[config.mk]
export PLATFORM = sky130hd
export DESIGN_NAME = cache_rr_scheduler_flat
export DESIGN_NICKNAME = d
export VERILOG_FILES = /design/src/rtl/cache_pkg.sv /design/src/rtl/cache_rr_scheduler_if.sv /design/src/rtl/cache_skid_buf.sv /design/src/rtl/cache_rr_scheduler.sv /design/src/flat_wrapper.sv
export SDC_FILE = /design/constraint.sdc
export NUM_CORES = 1
export LEC_CHECK = 0
export BUFFER_PORTS_ARGS = -buffer_cell sky130_fd_sc_hd__buf_2
export CORE_ASPECT_RATIO = 0.8
export CORE_MARGIN = 3
export CORE_UTILIZATION = 35
export CTS_CLUSTER_SIZE = 28
export DETAILED_ROUTE_END_ITERATION = 16
export MAX_ROUTING_LAYER = met4
export PLACE_DENSITY = 0.56
export SYNTH_ARGS = -nofsm -noshare
export SYNTH_HDL_FRONTEND = slang
export SYNTH_SLANG_ARGS = --single-unit
[constraint.sdc]
create_clock -name sys_clk_i -period 51 [get_ports sys_clk_i]
set_input_delay 5.1 -clock sys_clk_i [delete_from_list [all_inputs] [get_ports sys_clk_i]]
set_output_delay 5.1 -clock sys_clk_i [all_outputs]
set_load 0.03 [all_outputs]
[src/rtl/cache_pkg.sv]
// Shared types and constants for the cache round-robin drain scheduler.
package cache_pkg;

    typedef enum logic [2:0] {
        ST_IDLE,
        ST_SCAN,
        ST_HDR0,
        ST_HDR1,
        ST_READ,
        ST_DRAIN
    } state_e;

    localparam logic [7:0] SYNC_BYTE_DEF = 8'hA5;
    localparam int         CNT_W         = 16;
    localparam int         ID_W          = 8;

    // Channel index increment with wrap at n-1 back to 0.
    function automatic logic [ID_W-1:0] wrap_inc(input logic [ID_W-1:0] v, input int n);
        if (int'(v) >= n - 1) return '0;
        return v + ID_W'(1);
    endfunction

endpackage

[src/rtl/cache_rr_scheduler_if.sv]
// Framed byte-stream port (valid/ready) carrying burst data, last flag and channel id.
interface cache_rr_scheduler_if;
    import cache_pkg::*;

    logic [7:0]      m_data;
    logic            m_valid;
    logic            m_ready;
    logic            m_last;
    logic [ID_W-1:0] m_id;

    modport master (output m_data, m_valid, m_last, m_id, input m_ready);
    modport slave  (input m_data, m_valid, m_last, m_id, output m_ready);

endinterface

[src/rtl/cache_skid_buf.sv]
// Two-entry {data,last} FIFO between the FIFO read capture and the stream port.
module cache_skid_buf (
    input  logic       clk_i,
    input  logic       rst_n_i,
    input  logic       push_i,
    input  logic [7:0] data_i,
    input  logic       last_i,
    output logic       room_o,
    output logic [1:0] cnt_o,
    output logic       valid_o,
    output logic [7:0] data_o,
    output logic       last_o,
    input  logic       ready_i
);

    logic [8:0] mem_q [2];
    logic       wr_ptr_q;
    logic       rd_ptr_q;
    logic [1:0] cnt_q;
    logic       pop;
    logic [8:0] head;

    assign valid_o = (cnt_q != 2'd0);
    assign room_o  = (cnt_q != 2'd2);
    assign cnt_o   = cnt_q;
    assign pop     = valid_o & ready_i;
    assign head    = mem_q[rd_ptr_q];
    // Head is gated so an empty buffer presents zeros on the port.
    assign data_o  = valid_o ? head[8:1] : 8'h00;
    assign last_o  = valid_o & head[0];

    always_ff @(posedge clk_i or negedge rst_n_i) begin
        if (!rst_n_i) begin
            wr_ptr_q <= 1'b0;
            rd_ptr_q <= 1'b0;
            cnt_q    <= 2'd0;
        end else begin
            if (push_i) wr_ptr_q <= ~wr_ptr_q;
            if (pop)    rd_ptr_q <= ~rd_ptr_q;
            unique case ({push_i, pop})
                2'b10:   cnt_q <= cnt_q + 2'd1;
                2'b01:   cnt_q <= cnt_q - 2'd1;
                default: cnt_q <= cnt_q;
            endcase
        end
    end

    always_ff @(posedge clk_i) begin
        if (push_i) mem_q[wr_ptr_q] <= {data_i, last_i};
    end

endmodule

[src/rtl/cache_rr_scheduler.sv]
// Round-robin drain scheduler: reads BURST_LEN-byte bursts from cache FIFOs into a framed stream.
// Optional CACHE_RR_SCHEDULER_STATS_EN adds burst and stall counters.
module cache_rr_scheduler
    import cache_pkg::*;
#(
    parameter int         SENSOR_NUM = 20,
    parameter int         BURST_LEN  = 256,
    parameter logic [7:0] SYNC_BYTE  = SYNC_BYTE_DEF
) (
    input  logic                        sys_clk_i,
    input  logic                        rst_n_i,
    input  logic                        enable_i,
    output logic [SENSOR_NUM-1:0]       rd_en_o,
    input  logic [SENSOR_NUM*8-1:0]     rd_dout_i,
    input  logic [SENSOR_NUM-1:0]       empty_i,
    input  logic [SENSOR_NUM*CNT_W-1:0] rd_data_count_i,
    cache_rr_scheduler_if.master        m_if,
`ifdef CACHE_RR_SCHEDULER_STATS_EN
    output logic [31:0]                 stat_burst_cnt_o,
    output logic [31:0]                 stat_stall_cnt_o,
`endif
    output logic                        busy_o
);

    localparam logic [CNT_W-1:0] BURST_C = CNT_W'(BURST_LEN);

    state_e          state_q;
    logic [ID_W-1:0] id_q;
    logic [ID_W-1:0] rr_ptr_q;
    logic [CNT_W-1:0] rd_cnt_q;
    logic            vld_p0_q;
    logic            last_p0_q;

    logic [SENSOR_NUM-1:0] eligible;
    logic [ID_W:0]         pick;
    logic [7:0]            sel_dout;
    logic                  sel_empty;
    logic                  skid_room, skid_valid, skid_last, pop;
    logic [1:0]            skid_cnt;
    logic [7:0]            skid_data;
    logic [2:0]            occ_eff;
    logic                  credit_ok, rd_go, rd_last, hdr_push, push, push_last;
    logic [7:0]            push_data;
    logic                  drain_done;

    // First eligible channel at or after ptr, wrapping; MSB of result flags a hit.
    function automatic logic [ID_W:0] rr_pick(input logic [SENSOR_NUM-1:0] elig,
                                              input logic [ID_W-1:0] ptr);
        logic [ID_W:0] res;
        int            best;
        int            d;
        res  = '0;
        best = SENSOR_NUM;
        for (int i = 0; i < SENSOR_NUM; i++) begin
            d = (i >= int'(ptr)) ? i - int'(ptr) : i + SENSOR_NUM - int'(ptr);
            if (elig[i] && d < best) begin
                best = d;
                res  = {1'b1, ID_W'(i)};
            end
        end
        return res;
    endfunction

    always_comb begin
        eligible  = '0;
        sel_dout  = 8'h00;
        sel_empty = 1'b1;
        for (int i = 0; i < SENSOR_NUM; i++) begin
            eligible[i] = rd_data_count_i[i*CNT_W +: CNT_W] >= BURST_C;
            if (id_q == ID_W'(i)) begin
                sel_dout  = rd_dout_i[i*8 +: 8];
                sel_empty = empty_i[i];
            end
        end
    end

    assign pick = rr_pick(eligible, rr_ptr_q);

    // A byte popped this cycle frees its slot before the next read's data can land,
    // so counting it keeps one read per cycle without ever overfilling the buffer.
    assign pop       = skid_valid & m_if.m_ready;
    assign occ_eff   = {1'b0, skid_cnt} + {2'b00, vld_p0_q} - {2'b00, pop};
    assign credit_ok = occ_eff < 3'd2;
    assign rd_go     = (state_q == ST_READ) && credit_ok && !sel_empty;
    assign rd_last   = (rd_cnt_q == BURST_C - CNT_W'(1));
    assign hdr_push  = ((state_q == ST_HDR0) || (state_q == ST_HDR1)) && skid_room;

    always_comb begin
        rd_en_o = '0;
        for (int i = 0; i < SENSOR_NUM; i++) begin
            if (rd_go && id_q == ID_W'(i)) rd_en_o[i] = 1'b1;
        end
    end

    // Stage p0: FIFO output byte arrives one cycle after rd_en and is written into the skid.
    assign push      = vld_p0_q | hdr_push;
    assign push_last = vld_p0_q & last_p0_q;
    assign push_data = vld_p0_q ? sel_dout : ((state_q == ST_HDR0) ? SYNC_BYTE : id_q);

    cache_skid_buf u_skid (
        .clk_i   (sys_clk_i),
        .rst_n_i (rst_n_i),
        .push_i  (push),
        .data_i  (push_data),
        .last_i  (push_last),
        .room_o  (skid_room),
        .cnt_o   (skid_cnt),
        .valid_o (skid_valid),
        .data_o  (skid_data),
        .last_o  (skid_last),
        .ready_i (m_if.m_ready)
    );

    assign drain_done = (state_q == ST_DRAIN) && pop && skid_last;

    always_ff @(posedge sys_clk_i or negedge rst_n_i) begin
        if (!rst_n_i) begin
            state_q   <= ST_IDLE;
            id_q      <= '0;
            rr_ptr_q  <= '0;
            rd_cnt_q  <= '0;
            vld_p0_q  <= 1'b0;
            last_p0_q <= 1'b0;
        end else begin
            vld_p0_q  <= rd_go;
            last_p0_q <= rd_go & rd_last;
            unique case (state_q)
                ST_IDLE: if (enable_i) state_q <= ST_SCAN;
                ST_SCAN: begin
                    if (!enable_i) begin
                        state_q <= ST_IDLE;
                    end else if (pick[ID_W]) begin
                        id_q     <= pick[ID_W-1:0];
                        rd_cnt_q <= '0;
                        state_q  <= ST_HDR0;
                    end
                end
                ST_HDR0: if (hdr_push) state_q <= ST_HDR1;
                ST_HDR1: if (hdr_push) state_q <= ST_READ;
                ST_READ: begin
                    if (rd_go) begin
                        rd_cnt_q <= rd_cnt_q + CNT_W'(1);
                        if (rd_last) state_q <= ST_DRAIN;
                    end
                end
                ST_DRAIN: begin
                    if (drain_done) begin
                        rr_ptr_q <= wrap_inc(id_q, SENSOR_NUM);
                        state_q  <= enable_i ? ST_SCAN : ST_IDLE;
                    end
                end
                default: state_q <= ST_IDLE;
            endcase
        end
    end

`ifdef CACHE_RR_SCHEDULER_STATS_EN
    logic [31:0] burst_cnt_q;
    logic [31:0] stall_cnt_q;

    always_ff @(posedge sys_clk_i or negedge rst_n_i) begin
        if (!rst_n_i) begin
            burst_cnt_q <= '0;
            stall_cnt_q <= '0;
        end else begin
            if (drain_done)                   burst_cnt_q <= burst_cnt_q + 32'd1;
            if (skid_valid && !m_if.m_ready) stall_cnt_q <= stall_cnt_q + 32'd1;
        end
    end

    assign stat_burst_cnt_o = burst_cnt_q;
    assign stat_stall_cnt_o = stall_cnt_q;
`endif

    assign m_if.m_data  = skid_data;
    assign m_if.m_valid = skid_valid;
    assign m_if.m_last  = skid_last;
    assign m_if.m_id    = id_q;
    assign busy_o       = (state_q != ST_IDLE);

endmodule

[src/flat_wrapper.sv]
// flat-port wrapper written by rule: the top's interface ports become plain ports
module cache_rr_scheduler_flat import cache_pkg::*;
#(
    parameter int         SENSOR_NUM = 20,
    parameter int         BURST_LEN  = 256,
    parameter logic [7:0] SYNC_BYTE  = SYNC_BYTE_DEF
)
  (sys_clk_i, rst_n_i, enable_i, rd_en_o, rd_dout_i, empty_i, rd_data_count_i, busy_o, m_if_m_data, m_if_m_valid, m_if_m_last, m_if_m_id, m_if_m_ready);
  cache_rr_scheduler_if m_if_i ();
  input  logic sys_clk_i;
  input  logic rst_n_i;
  input  logic enable_i;
  output logic [SENSOR_NUM-1:0] rd_en_o;
  input  logic [SENSOR_NUM*8-1:0] rd_dout_i;
  input  logic [SENSOR_NUM-1:0] empty_i;
  input  logic [SENSOR_NUM*CNT_W-1:0] rd_data_count_i;
  output logic busy_o;
  output wire logic [$bits(m_if_i.m_data)-1:0] m_if_m_data;
  output wire logic [$bits(m_if_i.m_valid)-1:0] m_if_m_valid;
  output wire logic [$bits(m_if_i.m_last)-1:0] m_if_m_last;
  output wire logic [$bits(m_if_i.m_id)-1:0] m_if_m_id;
  input wire logic [$bits(m_if_i.m_ready)-1:0] m_if_m_ready;
  assign m_if_m_data = m_if_i.m_data;
  assign m_if_m_valid = m_if_i.m_valid;
  assign m_if_m_last = m_if_i.m_last;
  assign m_if_m_id = m_if_i.m_id;
  assign m_if_i.m_ready = m_if_m_ready;
  cache_rr_scheduler #(.SENSOR_NUM(SENSOR_NUM), .BURST_LEN(BURST_LEN), .SYNC_BYTE(SYNC_BYTE)) u_core (.sys_clk_i(sys_clk_i), .rst_n_i(rst_n_i), .enable_i(enable_i), .rd_en_o(rd_en_o), .rd_dout_i(rd_dout_i), .empty_i(empty_i), .rd_data_count_i(rd_data_count_i), .m_if(m_if_i), .busy_o(busy_o));
endmodule
==> impl_metrics.ini, run 1 <==
[run_status]
outcome = complete, no violations

[clocking]
clkLatencyLatePin_ns = 0.30
cts_tree = built
cts_sinks = 54
htreeDepth = 2
root_buffer = clkbuf_16
cts.clk_slew.worst_paths_ns = 0.07
ctsLongestPathBuffers = 2
cts_buffers = 5

[flow_run]
maxCapViolCount = 0

[yosys]
ys_types = 111
synth.top_cell.area_share = 0.1416
synth_seq_cells = 54
synthTopCellsByArea = ha_1, a21oi_1, nor2_1
seq_area_frac_synth = 0.09596
yosys_warnings = 0
synthArstFlopShare = 0.6667
syn-instance-count = 2165
syn_area_per_cell_sq_um = 6.938
ys.flop_type = dfrtp_1
synth_enable_flop_cells = 18
syn_area_sq_um = 15020
yosysTopAreaCell = ha_1

[finish]
mostFrequentLayoutCell = buf_2
fillers = 4498
stdcell_count = 3037
final_cell_mix = buf_2, nor2_1, a21oi_1, nand2_1, ha_1
drive_gt1_frac = 0.2089
fin_util = 0.4193
nNetsFinal = 3158
area_delta_synth_final_pct = 17.71

[sta]
hold_viol_final = 0
period_share = 0.9221
setup_viol = 0
relSlewSlack = 0.1793
drv_slew = 0
worst_pin_slew_ns = 1.218
max_freq_mhz = 21.26
min_period_ns = 47.03
finClkSkew_ns = 0.01151

[placement]
dp.cells = 3013
place.gp.congestion = 0.9146
portBuffers = 379
place_hpwl_um = 50440

[drt]
postRouteAntennaNets = 0
drc = 0
routed_wl_um = 63620
dr.pass1.iters = 5
wire_per_inst_um = 20.95
viasPerCell = 5.986
vias = 18181
drt_iter0_drc = 1697

[floorplanning]
core-area_sq_um = 42170
start_util = 0.3562
die_w_um = 237.6
rows = 67
dieArea_sq_um = 45450
io_pins = 543
die_y_um = 191.3

[global_routing]
grt_usage = 0.2680
grt_first_pass_wirelength_um = 94850
grt_max_degree = 50
antenna_found_initial = 1
grt_pass1_vias = 16394
grt_overflow = 0

[setup_path]
crit_type = input port to register
worst_setup_path_end_kind = register
slowest_delay_ns = 0.51
path_common_cell = ha_1
cp-start-kind = input port
path_max_fanout = 16
arrival_ns = 47.18
cp.required_ns = 51.15
cp_slowest_cell = a2111oi_2

[worst_hold_path]
holdCritPathClass = register to register
## state kept, by name (all words and copies together), names as in the netlist
name	flops
u_core.u_skid.wr_ptr_q	1
u_core.u_skid.rd_ptr_q	1
u_core.last_p0_q	1
u_core.m_if.m_id	5
u_core.u_skid.cnt_o	2
u_core.rr_ptr_q	6
u_core.vld_p0_q	1
u_core.rd_cnt_q	16
u_core.state_q	3
u_core.u_skid.mem_q	18
## through the flow
| stage | hold WS, ns | cell area (sq um) | setup WS (ns) | TNS (ns) |
|---|---|---|---|---|
| after floorplan | 0.4608 | 15030 | 8.209 | 0 |
| after global placement | 0.4785 | 17330 | 1.773 | 0 |
| after detailed placement | 0.4817 | 17330 | 1.135 | 0 |
| after CTS | 0.4953 | 17490 | 1.289 | 0 |
| after global routing | 0.5078 | 17680 | -0.08832 | -0.08832 |
| final | 0.4949 | 17680 | 3.974 | 0 |
## final cells by class
cell class              instances  area, sq um  area share
well taps                     552        690.7     0.03906
diodes                          1        2.502   0.0001415
clock inverters                 1        8.758   0.0004954
multi-input cells            1907        12820      0.7250
flip-flops and latches         54         1441     0.08152
repair buffers                421         2212      0.1251
inverters                      94        352.8     0.01996
clock buffers                   7        153.9    0.008704
## synthesized netlist by cell type (7+ instances only)
cell type / number
mux2i_1: 66
a22oi_1: 31
nor2b_1: 40
nand2b_1: 26
buf_4: 8
xor2_1: 15
buf_2: 20
a21o_1: 32
dfrtp_1: 36
a21oi_1: 231
o221ai_1: 7
nand2_1: 213
and3_1: 12
or3_1: 15
nand3_1: 54
o21ai_1: 18
xnor2_1: 72
nor2_1: 256
o22ai_1: 14
or4_1: 8
buf_1: 15
nor3_1: 34
and2_1: 18
inv_1: 86
a211oi_1: 24
mux2_2: 21
edfxtp_1: 18
o211ai_1: 53
nor4_1: 42
a31oi_1: 35
o21a_1: 21
o21ai_0: 169
ha_1: 170
clkbuf_1: 66
o31ai_1: 8
a221o_1: 7
nor3b_1: 7
a41oi_1: 7
a32oi_1: 7
nand4_1: 24
a311oi_1: 8
## timing repair
action | 4_1_cts | 5_1_grt
setup endpoints to repair | 0 | 23
gates resized for setup | 0 | 18
setup buffers | 0 | 14
hold buffers | 0 | 0
## kinds of logic (layout without fill, tap and decap cells)
logic type                 count (synthesis)  count (layout)  share of synthesized area
adders and majority gates                172             172                     0.1436
other                                      1               4                  0.0002497
buffers and inverters                    207             523                    0.05698
muxes                                     92              92                    0.06422
xor gates and xnor gates                  88              88                    0.05181
DFF                                       54              54                    0.09596
and+or+nand+nor                          777             777                     0.2443
AOI/OAI and AO/OA                        774             775                     0.3429
## critical path: cells and delay by family
kind            cells  cell delay, ns
simple gates       69           11.49
buf+inv            13            1.70
fa+ha+maj          19            5.39
mux                 8            2.76
compound gates     86           20.64
## worst paths after layout
kind	depth (start not counted)	startpoint	slack, ns	end
worst max-delay path	195	rd_data_count_i[14]	3.97	u_core.m_if.m_id[1]
worst min-delay path	1	u_core.u_skid.wr_ptr_q	0.49	u_core.u_skid.wr_ptr_q
worst max register to register	203	u_core.rr_ptr_q[1]	5.55	u_core.m_if.m_id[1]
worst min register to register	1	u_core.u_skid.wr_ptr_q	0.49	u_core.u_skid.wr_ptr_q
max in group asynchronous	1	rst_n_i	45.57	u_core.rr_ptr_q[2]
min in group asynchronous	1	rst_n_i	4.89	u_core.rd_cnt_q[10]
## metal layers
metal	vias to the layer above	wire (um)	GRT usage
li1	8716	-	-
met1	8664	31590	0.4128
met2	722	26390	0.3761
met3	79	4638	0.03015
met4	0	1009	0.04163
met5	-	0	-
Power of run 1 is not shown: default switching activity piles up to over one toggle a cycle in this logic, so the estimate is an artifact.
==> inputs of run 2 (changes only) <==
--- a/config.mk
+++ b/config.mk
@@ -12,7 +12,7 @@
 export CTS_CLUSTER_SIZE = 28
 export DETAILED_ROUTE_END_ITERATION = 16
 export MAX_ROUTING_LAYER = met4
-export PLACE_DENSITY = 0.56
+export PLACE_DENSITY_LB_ADDON = 0.25
 export SYNTH_ARGS = -nofsm -noshare
 export SYNTH_HDL_FRONTEND = slang
 export SYNTH_SLANG_ARGS = --single-unit
==> constraint.sdc (replaced) <==
create_clock -name sys_clk_i -period 43.4 [get_ports sys_clk_i]
set_input_delay 4.34 -clock sys_clk_i [delete_from_list [all_inputs] [get_ports sys_clk_i]]
set_output_delay 4.34 -clock sys_clk_i [all_outputs]
set_load 0.03 [all_outputs]
==> impl_metrics.ini, run 2 (synthesis gave the netlist of run 1 again) <==
[setup_path]
cp.required_ns = 43.62
r2r-end = u_core.m_if.m_id[1]
path_max_fanout = 10
crit_type = input port to register
worst_setup_path_end_kind = register
slowest_delay_ns = 0.43
regToRegStartpoint = u_core.rr_ptr_q[2]
arrival_ns = 41.29
cp_slowest_cell = or3_4
r2r_cells = 217
path_common_cell = ha_1
cp-start-kind = input port
r2r_setup_slack_ns = 3.64

[drt]
postRouteAntennaNets = 0
wire_per_inst_um = 20.82
dr.pass1.iters = 6
drc = 0
wl_met2_um = 27310
routed_wl_um = 64580
drt_iter0_drc = 2064
vias = 18555
wl_met3_um = 5556
dr.max_layer_used = met4
viasPerCell = 5.984
m1WireLength_um = 30540

[clocking]
ctsLongestPathBuffers = 2
cts_buffers = 5
clkLatencyLatePin_ns = 0.30
cts_sinks = 54
holdBufCountCts = 0
cts_tree = built
htreeDepth = 2
cts.clk_slew.worst_paths_ns = 0.07
root_buffer = clkbuf_16

[finish]
regMostFlops = u_core.u_skid.mem_q
fin_area_sq_um = 18520
largestRegisters = u_core.u_skid.mem_q: 18 flops, u_core.rd_cnt_q: 16 flops, u_core.rr_ptr_q: 6 flops
nNetsFinal = 3221
drive_gt1_frac = 0.2536
fillers = 4375
final_cell_mix = buf_2, nor2_1, a21oi_1, nand2_1, ha_1
stdcell_count = 3101
area_delta_synth_final_pct = 23.28
largest_reg_flops = 18
mostFrequentLayoutCell = buf_2

[floorplanning]
rows = 67
start_util = 0.3562
die_y_um = 191.3
dieArea_sq_um = 45450
die_w_um = 237.6
io_pins = 543
core-area_sq_um = 42170

[global_routing]
grt_pass1_vias = 16848
antenna_found_initial = 1
grt_overflow = 0
grt_usage = 0.2700
grt_first_pass_wirelength_um = 95610
grt_max_degree = 43

[sta]
finClkSkew_ns = 0.008217
max_freq_mhz = 24.35
min_period_ns = 41.07
hold_viol_final = 0
setup_viol = 0
period_share = 0.9464
worst_pin_slew_ns = 1.203
relSlewSlack = 0.1940
drv_slew = 0
finalWorstSetupSlack_ns = 2.326

[placement]
place_hpwl_um = 51040
post_dp_cell_area_sq_um = 17670
dp.cells = 3059
place.gp.congestion = 0.9648
pre_cts_ws_ns = -0.7852
portBuffers = 379

[flow_run]
maxCapViolCount = 0

[worst_hold_path]
holdCritPathClass = register to register
worstHoldPathCells = 1
holdPathEnd = u_core.u_skid.wr_ptr_q
hold_path.startpoint = u_core.u_skid.wr_ptr_q

[run_status]
outcome = complete, no violations
[run 2: cell types whose count changed in the layout (fill, tap and decap cells not counted), sizes merged]
cell    previous run  this run
clkbuf             7         6
o41ai              6         5
inv               92        94
o21ai            187       188
diode              1         2
buf              421       484
clkinv             3         2
[run 2: how the worst max path moves through the flow]
stage | from | endpoint | slack [ns] | depth (start not counted)
finish | rd_data_count_i[14] | u_core.m_if.m_id[1] | 2.33 | 215
global route | rd_data_count_i[11] | u_core.rd_cnt_q[12] | -0.18 | 215
CTS | rd_data_count_i[14] | u_core.m_if.m_id[1] | 0.02 | 208
detailed placement | rd_data_count_i[14] | u_core.m_if.m_id[1] | -0.79 | 209
global placement | rd_data_count_i[14] | u_core.rd_cnt_q[13] | -0.10 | 204
floorplan | rd_data_count_i[14] | u_core.rd_cnt_q[12] | 1.37 | 203
[run 2: repair_timing]
| action | 4_1_cts | 5_1_grt |
|---|---|---|
| setup buffers | 2 | 28 |
| endpoints found under the hold margin | 0 | 0 |
| cloned | 0 | 2 |
| setup endpoints to repair | 22 | 23 |
| resized for setup | 5 | 115 |
| pin swaps | 1 | 23 |
[run 2: area by class of cell]
cell class	count	area, sq um	area share
Multi-Input combinational cell	1907	13140	0.7098
Timing Repair Buffer	484	2716	0.1467
Sequential cell	54	1441	0.07784
Tap cell	552	690.7	0.03730
Inverter	94	352.8	0.01905
Clock buffer	6	150.1	0.008108
Clock inverter	2	17.52	0.0009459
Antenna cell	2	5.005	0.0002703
[run 2: metal layers]
metal | vias to the layer above | global-route usage
li1 | 8822 | -
met1 | 8823 | 0.4070
met4 | 0 | 0.04841
met2 | 828 | 0.3827
met3 | 82 | 0.03577
met5 | - | -
[run 2: through the flow]
stage / util / hold slack [ns] / setup TNS (ns)
6_report: 0.4392 / 0.5058 / 0
4_1_cts: 0.4239 / 0.5022 / 0
3_3_place_gp: 0.4191 / 0.4744 / -1.239
5_1_grt: 0.4391 / 0.5248 / -2.354
3_5_place_dp: 0.4191 / 0.4932 / -13.72
2_1_floorplan: - / 0.4608 / 0
[run 2: worst max-delay path: cells and delay by family]
| family | cells | cell delay (ns) |
|---|---|---|
| AOI/OAI and AO/OA | 98 | 17.72 |
| adders and majority gates | 19 | 5.03 |
| buffers and inverters | 24 | 3.46 |
| muxes | 7 | 2.00 |
| and+or+nand+nor | 67 | 8.67 |
Power of run 2 is left out for the same reason.
==> inputs of run 3 (changes only) <==
--- a/config.mk
+++ b/config.mk
@@ -15,4 +15,5 @@
 export PLACE_DENSITY_LB_ADDON = 0.25
 export SYNTH_ARGS = -nofsm -noshare
 export SYNTH_HDL_FRONTEND = slang
+export SYNTH_HIERARCHICAL = 1
 export SYNTH_SLANG_ARGS = --single-unit
==> impl_metrics.ini, run 3 <==
[yosys]
ys_types = 116
seq_area_frac_synth = 0.09219
yosys_warnings = 6
yosysTopAreaCell = ha_1
synthTopCellsByCount = nor2_1, nand2_1, a21oi_1
syn-instance-count = 2224
syn_area_sq_um = 15630
ys.flop_type = dfrtp_1
synthTopCellsByArea = ha_1, nor2_1, a21oi_1
synth_seq_cells = 54
synthArstFlopShare = 0.6667
synth.most_common_cell = nor2_1
synth_enable_flop_cells = 18
syn_area_per_cell_sq_um = 7.030
synth.top_cell.area_share = 0.1360

[placement]
dp.cells = 3146
portBuffers = 379
pre_cts_ws_ns = -0.6018
place_hpwl_um = 52870
place.gp.congestion = 0.9519

[setup_path]
path_max_fanout = 15
slowest_delay_ns = 0.41
cp-startpoint = rd_data_count_i[12]
arrival_ns = 41.59
r2r-end = u_core/m_if.m_id[1]
cp-start-kind = input port
regToRegStartpoint = u_core/rr_ptr_q[4]
path_common_cell = ha_1
r2r_cells = 213
crit_type = input port to register
cp.required_ns = 43.58
cp_slowest_cell = a311o_1
worst_setup_path_end_kind = register
r2r_setup_slack_ns = 3.10
critPathCapture = u_core/m_if.m_id[1]

[global_routing]
grt_usage = 0.2655
grt_pass1_vias = 17915
grt_overflow = 0
antenna_found_initial = 0
grt_max_degree = 37
grt_first_pass_wirelength_um = 99130

[sta]
drv_slew = 0
period_share = 0.9544
finalWorstSetupSlack_ns = 1.981
relSlewSlack = 0.2379
worst_pin_slew_ns = 1.143
setup_viol = 0
finClkSkew_ns = 0.01003
hold_viol_final = 0
max_freq_mhz = 24.14
min_period_ns = 41.42

[run_status]
outcome = complete, no violations

[finish]
area_delta_synth_final_pct = 23.14
regMostFlops = u_core/u_skid/mem_q
drive_gt1_frac = 0.2629
stdcell_count = 3194
mostFrequentLayoutCell = buf_2
largest_reg_flops = 18
final_cell_mix = buf_2, nor2_1, nand2_1, a21oi_1, ha_1
largestRegisters = u_core/u_skid/mem_q: 18 flops, u_core/rd_cnt_q: 16 flops, u_core/rr_ptr_q: 6 flops
fillers = 4514
nNetsFinal = 3272

[clocking]
cts_tree = built
holdBufCountCts = 0
cts_sinks = 54
clkLatencyLatePin_ns = 0.29
ctsLongestPathBuffers = 2
root_buffer = clkbuf_16
htreeDepth = 2
cts_buffers = 5
cts.clk_slew.worst_paths_ns = 0.07

[drt]
routed_wl_um = 66320
drc = 0
wire_per_inst_um = 20.76
dr.pass1.iters = 6
drt_iter0_drc = 1798
vias = 18930
postRouteAntennaNets = 0
viasPerCell = 5.927

[floorplanning]
io_pins = 543
rows = 68
start_util = 0.3582
die_y_um = 195.0
dieArea_sq_um = 47260
die_w_um = 242.3
core-area_sq_um = 43650

[flow_run]
maxCapViolCount = 0

[worst_hold_path]
holdCritPathClass = register to register
-- run 3: critical path: cells and delay by family --
family / cells / cell delay [ns]
buffers and inverters: 27 / 3.77
multiplexers: 9 / 2.07
adder cells (fa/ha/maj): 19 / 5.24
AO/OA/AOI/OAI: 87 / 16.28
AND/OR/NAND/NOR: 68 / 9.83
-- run 3: layout make-up --
type | instances | area [sq um] | area share
timing repair buffer | 495 | 2811 | 0.1460
clock buffer | 7 | 142.6 | 0.007409
sequential | 54 | 1441 | 0.07487
clock inverter | 1 | 5.005 | 0.0002600
antenna | 1 | 2.502 | 0.0001300
multi-input combinational | 1942 | 13730 | 0.7133
inverter | 99 | 371.6 | 0.01930
tap | 595 | 744.5 | 0.03867
-- run 3: cell families (layout without fill, tap and decap cells) --
group	after synthesis	count (layout)	synth area share
muxes	99	99	0.06618
other	1	4	0.0002398
adders and majority gates	171	171	0.1373
xor gates and xnor gates	100	100	0.05722
buffers and inverters	232	602	0.06170
DFF	54	54	0.09219
AOI/OAI and AO/OA	764	766	0.3392
and+or+nand+nor	803	803	0.2460
-- run 3: metal layers --
metal,vias up,GRT usage,wire length [um]
li1,9010,-,-
met1,8854,0.3618,29620
met2,959,0.4239,30080
met3,107,0.02759,5073
met4,0,0.06142,1551
met5,-,-,0
-- run 3: how the worst min path moves through the flow --
stage / from / to / slack (ns) / cells past startpoint
global route: u_core/u_skid/wr_ptr_q / u_core/u_skid/wr_ptr_q / 0.52 / 1
CTS: u_core/u_skid/wr_ptr_q / u_core/u_skid/wr_ptr_q / 0.49 / 1
floorplan: u_core/u_skid/wr_ptr_q / u_core/u_skid/wr_ptr_q / 0.46 / 1
global placement: u_core/u_skid/wr_ptr_q / u_core/u_skid/wr_ptr_q / 0.47 / 1
detailed placement: u_core/u_skid/wr_ptr_q / u_core/u_skid/wr_ptr_q / 0.47 / 1
finish: u_core/u_skid/wr_ptr_q / u_core/u_skid/wr_ptr_q / 0.50 / 1
-- run 3: metrics by stage --
| step | util | hold WS, ns | instance area [sq um] | setup TNS (ns) |
|---|---|---|---|---|
| after floorplan | - | 0.4555 | 15640 | 0 |
| after global placement | 0.4190 | 0.4712 | 18290 | 0 |
| after detailed placement | 0.4190 | 0.4744 | 18290 | -10.22 |
| after CTS | 0.4229 | 0.4919 | 18460 | 0 |
| after global routing | 0.4410 | 0.5159 | 19250 | -8.371 |
| final | 0.4411 | 0.4972 | 19250 | 0 |
-- run 3: what timing repair did --
item	in CTS	in global routing
buffers inserted	0	36
pin swaps	0	27
gates resized for setup	6	143
endpoints found under the setup margin	22	23
gates cloned	0	3
Power of run 3 is left out for the same reason.
